**config.mk**
```make
export PLATFORM = sky130hd
export DESIGN_NAME = id_ex_register
export DESIGN_NICKNAME = d
export VERILOG_FILES = /design/src/rtl/pipeline_defs.sv /design/src/rtl/hazard_detect.sv /design/src/rtl/id_ex_register.sv
export SDC_FILE = /design/constraint.sdc
export NUM_CORES = 1
export LEC_CHECK = 0
export CAP_MARGIN = 5
export CELL_PAD_IN_SITES_DETAIL_PLACEMENT = 1
export CELL_PAD_IN_SITES_GLOBAL_PLACEMENT = 2
export CORE_ASPECT_RATIO = 1.25
export CORE_MARGIN = 8
export CORE_UTILIZATION = 26
export DETAILED_ROUTE_END_ITERATION = 16
export GPL_TIMING_DRIVEN = 1
export PLACE_DENSITY_LB_ADDON = 0.1
export SETUP_SLACK_MARGIN = 0.15
export SLEW_MARGIN = 20
export SYNTH_ARGS = -nofsm -noshare
export SYNTH_HDL_FRONTEND = slang
export SYNTH_SLANG_ARGS = --single-unit
```
**constraint.sdc**
```tcl
create_clock -name Clk -period 6.3 [get_ports Clk]
set_input_delay 1.26 -clock Clk [delete_from_list [all_inputs] [get_ports Clk]]
set_output_delay 1.26 -clock Clk [all_outputs]
set_load 0.02 [all_outputs]
```
**src/rtl/pipeline_defs.sv**
```systemverilog
// Shared pipeline definitions: control bundle layout and MIPS opcodes.
package pipeline_defs;

  localparam int CTRL_W        = 12;
  localparam int CTRL_MEMREAD  = 0;
  localparam int CTRL_REGWRITE = 1;
  localparam int CTRL_MEMWRITE = 2;

  localparam logic [5:0] OP_RTYPE    = 6'b000000;
  localparam logic [5:0] OP_SPECIAL2 = 6'b011100;
  localparam logic [5:0] OP_SW       = 6'b101011;
  localparam logic [5:0] OP_SH       = 6'b101001;
  localparam logic [5:0] OP_SB       = 6'b101000;
  localparam logic [5:0] OP_BEQ      = 6'b000100;
  localparam logic [5:0] OP_BNE      = 6'b000101;
  localparam logic [5:0] OP_LW       = 6'b100011;

  // True when the opcode reads rt as a source (everything else reads rs only).
  function automatic logic uses_rt(input logic [5:0] op);
    logic r;
    case (op)
      OP_RTYPE, OP_SPECIAL2, OP_SW, OP_SH, OP_SB, OP_BEQ, OP_BNE: r = 1'b1;
      default:                                                   r = 1'b0;
    endcase
    return r;
  endfunction

endpackage

```
**src/rtl/hazard_detect.sv**
```systemverilog
// Load-use hazard detection: load in EX whose rt feeds the ID instruction.
module hazard_detect
  import pipeline_defs::*;
(
  input  logic       ex_mem_read,
  input  logic [4:0] ex_rt,
  input  logic [5:0] id_opcode,
  input  logic [4:0] id_rs,
  input  logic [4:0] id_rt,
  output logic       hazard_raw
);

  // Register 0 is never a real dependency; rt only matters for rt readers.
  always_comb begin
    hazard_raw = ex_mem_read && (ex_rt != 5'd0) &&
                 ((ex_rt == id_rs) || (uses_rt(id_opcode) && (ex_rt == id_rt)));
  end

endmodule

```
**src/rtl/id_ex_register.sv**
```systemverilog
// ID/EX pipeline register with load-use stall, flush bubble and stall counter.
module id_ex_register
  import pipeline_defs::*;
#(
  parameter int DATA_W = 32,
  parameter int CTRL_W = pipeline_defs::CTRL_W
) (
  input  logic              Clk,
  input  logic              Reset,
  input  logic              Flush,
  input  logic [5:0]        ID_opcode,
  input  logic [4:0]        ID_rs,
  input  logic [4:0]        ID_rt,
  input  logic [4:0]        ID_rd,
  input  logic [DATA_W-1:0] ID_ReadData1,
  input  logic [DATA_W-1:0] ID_ReadData2,
  input  logic [DATA_W-1:0] ID_Imm,
  input  logic [DATA_W-1:0] ID_PCPlus4,
  input  logic [CTRL_W-1:0] ID_Ctrl,
  output logic [5:0]        EX_opcode,
  output logic [4:0]        EX_rs,
  output logic [4:0]        EX_rt,
  output logic [4:0]        EX_rd,
  output logic [DATA_W-1:0] EX_ReadData1,
  output logic [DATA_W-1:0] EX_ReadData2,
  output logic [DATA_W-1:0] EX_Imm,
  output logic [DATA_W-1:0] EX_PCPlus4,
  output logic [CTRL_W-1:0] EX_Ctrl,
  output logic              PCWrite,
  output logic              IFIDWrite,
  output logic              Stall,
  output logic [31:0]       StallCount
);

  logic [5:0]        opcode_q, opcode_d;
  logic [4:0]        rs_q, rs_d, rt_q, rt_d, rd_q, rd_d;
  logic [DATA_W-1:0] rd1_q, rd1_d, rd2_q, rd2_d, imm_q, imm_d, pc4_q, pc4_d;
  logic [CTRL_W-1:0] ctrl_q, ctrl_d;
  logic [31:0]       stall_cnt_q, stall_cnt_d;
  logic              hazard_raw;
  logic              bubble;

  hazard_detect u_hazard (
    .ex_mem_read (ctrl_q[CTRL_MEMREAD]),
    .ex_rt       (rt_q),
    .id_opcode   (ID_opcode),
    .id_rs       (ID_rs),
    .id_rt       (ID_rt),
    .hazard_raw  (hazard_raw)
  );

  // Flush overrides the stall: the squashed instruction needs no hold.
  always_comb begin
    Stall     = hazard_raw & ~Flush;
    PCWrite   = ~Stall;
    IFIDWrite = ~Stall;
    bubble    = Flush | Stall;
  end

  // Next EX state: all-zero bubble on flush/stall, otherwise capture ID.
  always_comb begin
    opcode_d    = ID_opcode;
    rs_d        = ID_rs;
    rt_d        = ID_rt;
    rd_d        = ID_rd;
    rd1_d       = ID_ReadData1;
    rd2_d       = ID_ReadData2;
    imm_d       = ID_Imm;
    pc4_d       = ID_PCPlus4;
    ctrl_d      = ID_Ctrl;
    stall_cnt_d = stall_cnt_q;
    if (bubble) begin
      opcode_d = '0;
      rs_d     = '0;
      rt_d     = '0;
      rd_d     = '0;
      rd1_d    = '0;
      rd2_d    = '0;
      imm_d    = '0;
      pc4_d    = '0;
      ctrl_d   = '0;
    end
    if (Stall && (stall_cnt_q != 32'hFFFF_FFFF))
      stall_cnt_d = stall_cnt_q + 32'd1;
  end

  // Pipeline register and counter, cleared asynchronously by reset.
  always_ff @(posedge Clk or negedge Reset) begin
    if (!Reset) begin
      opcode_q    <= '0;
      rs_q        <= '0;
      rt_q        <= '0;
      rd_q        <= '0;
      rd1_q       <= '0;
      rd2_q       <= '0;
      imm_q       <= '0;
      pc4_q       <= '0;
      ctrl_q      <= '0;
      stall_cnt_q <= '0;
    end else begin
      opcode_q    <= opcode_d;
      rs_q        <= rs_d;
      rt_q        <= rt_d;
      rd_q        <= rd_d;
      rd1_q       <= rd1_d;
      rd2_q       <= rd2_d;
      imm_q       <= imm_d;
      pc4_q       <= pc4_d;
      ctrl_q      <= ctrl_d;
      stall_cnt_q <= stall_cnt_d;
    end
  end

  assign EX_opcode    = opcode_q;
  assign EX_rs        = rs_q;
  assign EX_rt        = rt_q;
  assign EX_rd        = rd_q;
  assign EX_ReadData1 = rd1_q;
  assign EX_ReadData2 = rd2_q;
  assign EX_Imm       = imm_q;
  assign EX_PCPlus4   = pc4_q;
  assign EX_Ctrl      = ctrl_q;
  assign StallCount   = stall_cnt_q;

endmodule

```
# After elaboration in Yosys (flattened, before gate mapping)
# Index checks and enable logic that the tools add are counted.
dict set report word_totals {
  ff_bits 193
  input_bits 164
  out_inout_bits 196
  word_cells 42
}
dict set report classes {
  add_sub_neg 1
  n_eq_ne 9
  muxes 10
  bitwise 4
  n_reduce_logical 8
}
# op n
set ops {}
lappend ops {{$mux 32} 4}
lappend ops {{$add 32x1->32 const B} 1}
lappend ops {{$ne 32x32->1 const B} 1}
lappend ops {{$eq 6x6->1 const B} 3}
lappend ops {{$mux 5} 3}
lappend ops {{$eq 6x3->1 const B} 2}
lappend ops {{$mux 12} 1}
lappend ops {{$eq 5x5->1} 2}
lappend ops {{$reduce_or 7->1} 1}
lappend ops {{$eq 6x5->1 const B} 1}
lappend ops {{$logic_not 6->1} 1}
lappend ops {{$mux 6} 1}
lappend ops {{$reduce_bool 5->1} 1}
lappend ops {{$logic_and 1x1->1} 4}
lappend ops {{$not 1->1} 2}
lappend ops {{$and 1x1->1} 1}
lappend ops {{$logic_or 1x1->1} 1}
lappend ops {{$mux 1} 1}
lappend ops {{$or 1x1->1} 1}

# Longest topological paths before layout
dict set report depth {
  word_depth 9
  mapped_depth 8
  ltp_nobuf 7
}

# Hierarchy
# A second synthesis with hierarchy kept.
dict set report unflattened {
  cells_unflattened 511
  area_unflattened_um2 6870.3
}
# module n_inst cells_each area_each_um2
set modules_own_cells {}
lappend modules_own_cells {id_ex_register 1 487 6683.9}
lappend modules_own_cells {hazard_detect 1 24 186.4}

# Worst setup path after synthesis
# No wires, ideal clock.
dict set report synth_path {
  path_type {input to output}
  startpoint {input port ID_opcode[2]}
  endpoint {output port PCWrite}
  arrival_time_ns 3.131
  t_required_ns 5.040
  slack_ns 1.909
  stages 6
  n_path_buf 1
  cell_sequence {mux2_4 > nor4_4 > o2111ai_4 > a211oi_2 > inv_1 > buf_4}
}
dict set report synth_between {
  elab_chain_len 8
  word_cells_on_any_way 14
}
# element line_no
set synth_rtl {}
lappend synth_rtl {{from (decl)} id_ex_register.sv:11} ;# input logic [5:0] ID_opcode,
lappend synth_rtl {{$eq 6x5->1, or another cell as far along} pipeline_defs.sv:21} ;# case (op)
lappend synth_rtl {{$reduce_or 7->1 *} pipeline_defs.sv:21}
lappend synth_rtl {{$mux 1 *} pipeline_defs.sv:21}
lappend synth_rtl {{$logic_and 1x1->1 *} hazard_detect.sv:16} ;# ((ex_rt == id_rs) || (uses_rt(id_opcode) && (ex_rt == id_rt)));
lappend synth_rtl {{$logic_or 1x1->1 *} hazard_detect.sv:16}
lappend synth_rtl {{$logic_and 1x1->1 *} hazard_detect.sv:15} ;# hazard_raw = ex_mem_read && (ex_rt != 5'd0) &&
lappend synth_rtl {{$and 1x1->1 *} id_ex_register.sv:54} ;# Stall = hazard_raw & ~Flush;
lappend synth_rtl {{net Stall} id_ex_register.sv:31} ;# output logic Stall,
lappend synth_rtl {{$not 1->1 *} --}
lappend synth_rtl {{to (decl)} id_ex_register.sv:29} ;# output logic PCWrite,
# Mark *: on every way through the listed nets, which the timed path passes. The rest lies on a longest branch.

# Worst setup path after layout
dict set report layout_path {
  startpoint {input port ID_opcode[2]}
  endpoint {output port Stall}
}
dict set report layout_between {
  elab_chain_len 7
  word_cells_on_any_way 13
}
# element line_no
set layout_rtl {}
lappend layout_rtl {{$eq 6x5->1, or another cell as far along} pipeline_defs.sv:21}
lappend layout_rtl {{$reduce_or 7->1 *} pipeline_defs.sv:21}
lappend layout_rtl {{$mux 1 *} pipeline_defs.sv:21}
lappend layout_rtl {{$logic_and 1x1->1 *} hazard_detect.sv:16}
lappend layout_rtl {{$logic_or 1x1->1 *} hazard_detect.sv:16}
lappend layout_rtl {{$logic_and 1x1->1 *} hazard_detect.sv:15}
lappend layout_rtl {{$and 1x1->1 *} id_ex_register.sv:54}
lappend layout_rtl {{to (decl)} id_ex_register.sv:31}
# Every way passes the cells marked *; elsewhere a longest branch is shown, timed or not.

==> qor.yml <==
outcome:
  status: "completed"
cts:
  htreeDepth: 4
  root_buffer: "clkbuf_16"
  cts_inserted_buffers: 17
  cts_setup_buffers: 0
  cts_resized: 0
  clock-sinks: 193
  cts_tree: "done"
  cts_hold_buf: 0
  insertion_delay_ps: 430
  clock_path_buffers: 2
  clk_pin_slew_ps: 70
sta:
  rsz0062_at_grt: "no"
  tns_ps: 0
  fmax_mhz: 201
  clock_skew_ps: 10.7
  fin_crit_ps: 4980
  hold_viol: 0
  fin_crit_sh: 0.791
  finalSetupViolations: 0
  finalMaxSlewViolations: 0
  slew_headroom: 0.449
  worst_pin_slew_ps: 820
setup_path:
  r2r_slack_ps: 3360
  r2r_end: "EX_PCPlus4[19]"
  worstSetupEndpoint: "Stall"
  start_kind: "primary input"
  worstSetupEndpointType: "primary output"
  critPathMaxFanout: 7
  cp.arrival_ps: 3720
  crit_path_top_delay_cell: "clkdlybuf4s50_1"
  worstSetupPathType: "primary input to primary output"
  crit_path_frequent_cell: "clkdlybuf4s50_1"
  cp.depth: 7
  max_stage_delay_ps: 610
  path_cells: "clkdlybuf4s50_1, mux2_4, nor4_4, o2111ai_4, a211oi_2, buf_4, clkdlybuf4s50_1"
  ff2ff_path_depth: 6
  rr_startpoint: "EX_rt[0]"
  worstPathRequired_ps: 5040
  cp-startpoint: "ID_opcode[2]"
  path_buf_inv: 3
  path_delay_family: "buffers and inverters"
global_routing:
  grt_pass1_wl_um: 38400
  antenna_found_initial: 5
  grt_pass1_vias: 6086
  overflow: 0
  grt_max_degree: 137
  grt_usage: 0.160
pwr:
  comb_power_share: 0.149
  seqPwrFrac: 0.482
  power.density_nw_per_um2: 238
  p_int_uw: 2020
  p_sw_frac: 0.258
  vdd_ir_drop_max_v: 0.000175
  p_switching_uw: 705
  p_clk_frac: 0.370
  power_uw: 2730
  leakage_uw: 0.00485
yosys:
  synth_enable_flop_cells: 0
  synthArstFlopShare: 1.00
  syn-cell-area_um2: 7010
  synth-seq-cells: 193
  avgSynthCellArea_um2: 13.6
  synth_compound_area_frac: 0.0196
  synth_cell_types: 39
  yosys.area_share.xor_xnor: 0.0512
  synth_cells: 515
  yosys.area_share.simple: 0.212
  synth.area.mux_share: 0.00375
  synthAdderAreaFrac: 0.00179
  ys_seq_area_frac: 0.689
  ys.flop_type: "dfrtp_1"
  synth_top_family_by_area: "simple AND/OR/NAND/NOR gates"
  ys_warn_count: 0
  synth_nets: 680
drt:
  drtPass1Iterations: 4
  ant_nets: 0
  via_count: 5218
  vias_per_cell: 4.23
  postRouteWirelength_um: 25700
  drc: 0
  drt-initial-drc-count: 141
  drt-wirelength-per-cell_um: 20.8
finish:
  mostFrequentLayoutCell: "clkdlybuf4s50_1"
  drive_gt1_frac: 0.0541
  n_fill_cell: 2824
  fin_nets: 1040
  regArea_um2: 4830
  area_growth_pct: 63.8
  final_area_um2: 11500
  multi_input_area_um2: 2020
  layout_common_cells: "clkdlybuf4s50_1, dfrtp_1, and2_1"
  final_util: 0.431
placed_design:
  portBuffers: 359
  place_congestion: 0.745
  dpl.hpwl_um: 20100
  dpl-instance-area_um2: 10900
min_path:
  min_path_type: "register to register"
die:
  die-area_um2: 32500
  die_h_um: 200
  core_um2: 26700
  io_pins: 360
  die-width_um: 163
  rows: 67
  start_util: 0.263
flow_run:
  drv_cap: 0
## through the flow
step | worst slack [ps] | hold slack [ps] | std cells
finish | 1320 | 513 | 1235
global route | 1180 | 533 | 1235
CTS | 1290 | 518 | 1233
detailed placement | 1300 | 502 | 1201
global placement | 1310 | 482 | 1201
floorplan | 1910 | 593 | 515
## power groups by stage
| stage | Sequential [uW] | Clock (uW) | Combinational, uW |
|---|---|---|---|
| 2_1_floorplan | 1410 | 0 | 66.9 |
| 3_3_place_gp | 1340 | 0 | 411 |
| 3_5_place_dp | 1340 | 0 | 414 |
| 4_1_cts | 1320 | 1050 | 417 |
| 5_1_grt | 1320 | 1090 | 436 |
| 6_report | 1310 | 1010 | 406 |
## registers in the layout, summed over array words and instances (netlist names)
register and count:
EX_Imm 32, EX_PCPlus4 32, EX_rs 5, EX_rd 5
EX_ReadData2 32, EX_ReadData1 32, EX_rt 5, EX_Ctrl 12
EX_opcode 6, StallCount 32
## how the worst min path moves through the flow
stage | start | end | slack [ps] | cells past startpoint
after floorplan | StallCount[17] | StallCount[17] | 590 | 1
after global placement | StallCount[17] | StallCount[17] | 480 | 1
after detailed placement | StallCount[19] | StallCount[19] | 500 | 1
after CTS | StallCount[19] | StallCount[19] | 520 | 1
after global routing | StallCount[17] | StallCount[17] | 530 | 1
final | StallCount[19] | StallCount[19] | 510 | 1
## per-layer routing
layer,track usage,share of wire,vias up
li1,-,-,2377
met1,0.149,0.33,2611
met2,0.287,0.54,207
met3,0.0971,0.12,17
met4,0.0487,0.010,6
met5,0,0.0014,-
## logic make-up after synthesis
kind of cell               after synthesis
AOI/OAI and AO/OA                       11
xor gates and xnor gates                41
adders and majority gates                1
buffers and inverters                   25
DFF                                    193
muxes                                    2
and+or+nand+nor                        242
## Yosys cell counts (2+ instances only)
cell type / count / area, um2
nor2_1: 4 / 15.0
buf_4: 2 / 15.0
and2_1: 165 / 1030
inv_1: 3 / 11.3
nor2b_1: 2 / 12.5
a21oi_1: 2 / 10.0
nand3_1: 20 / 100
nor3_1: 7 / 35.0
nand2_1: 9 / 33.8
dfrtp_1: 193 / 4830
xnor2_1: 33 / 289
and4_1: 3 / 26.3
buf_6: 2 / 22.5
xor2_1: 8 / 70.1
clkbuf_1: 6 / 22.5
nand4_1: 17 / 106
nor4_1: 2 / 12.5
buf_2: 10 / 50.1
and3_1: 7 / 43.8
## layout make-up
type / instances / share of cell area
sequential: 193 / 0.421
timing repair buffer: 363 / 0.317
multi-input combinational: 297 / 0.176
clock buffer: 19 / 0.0377
tap: 345 / 0.0376
clock inverter: 13 / 0.00904
inverter: 3 / 0.000981
antenna: 2 / 0.000436
(Power assumes the default switching activity.)
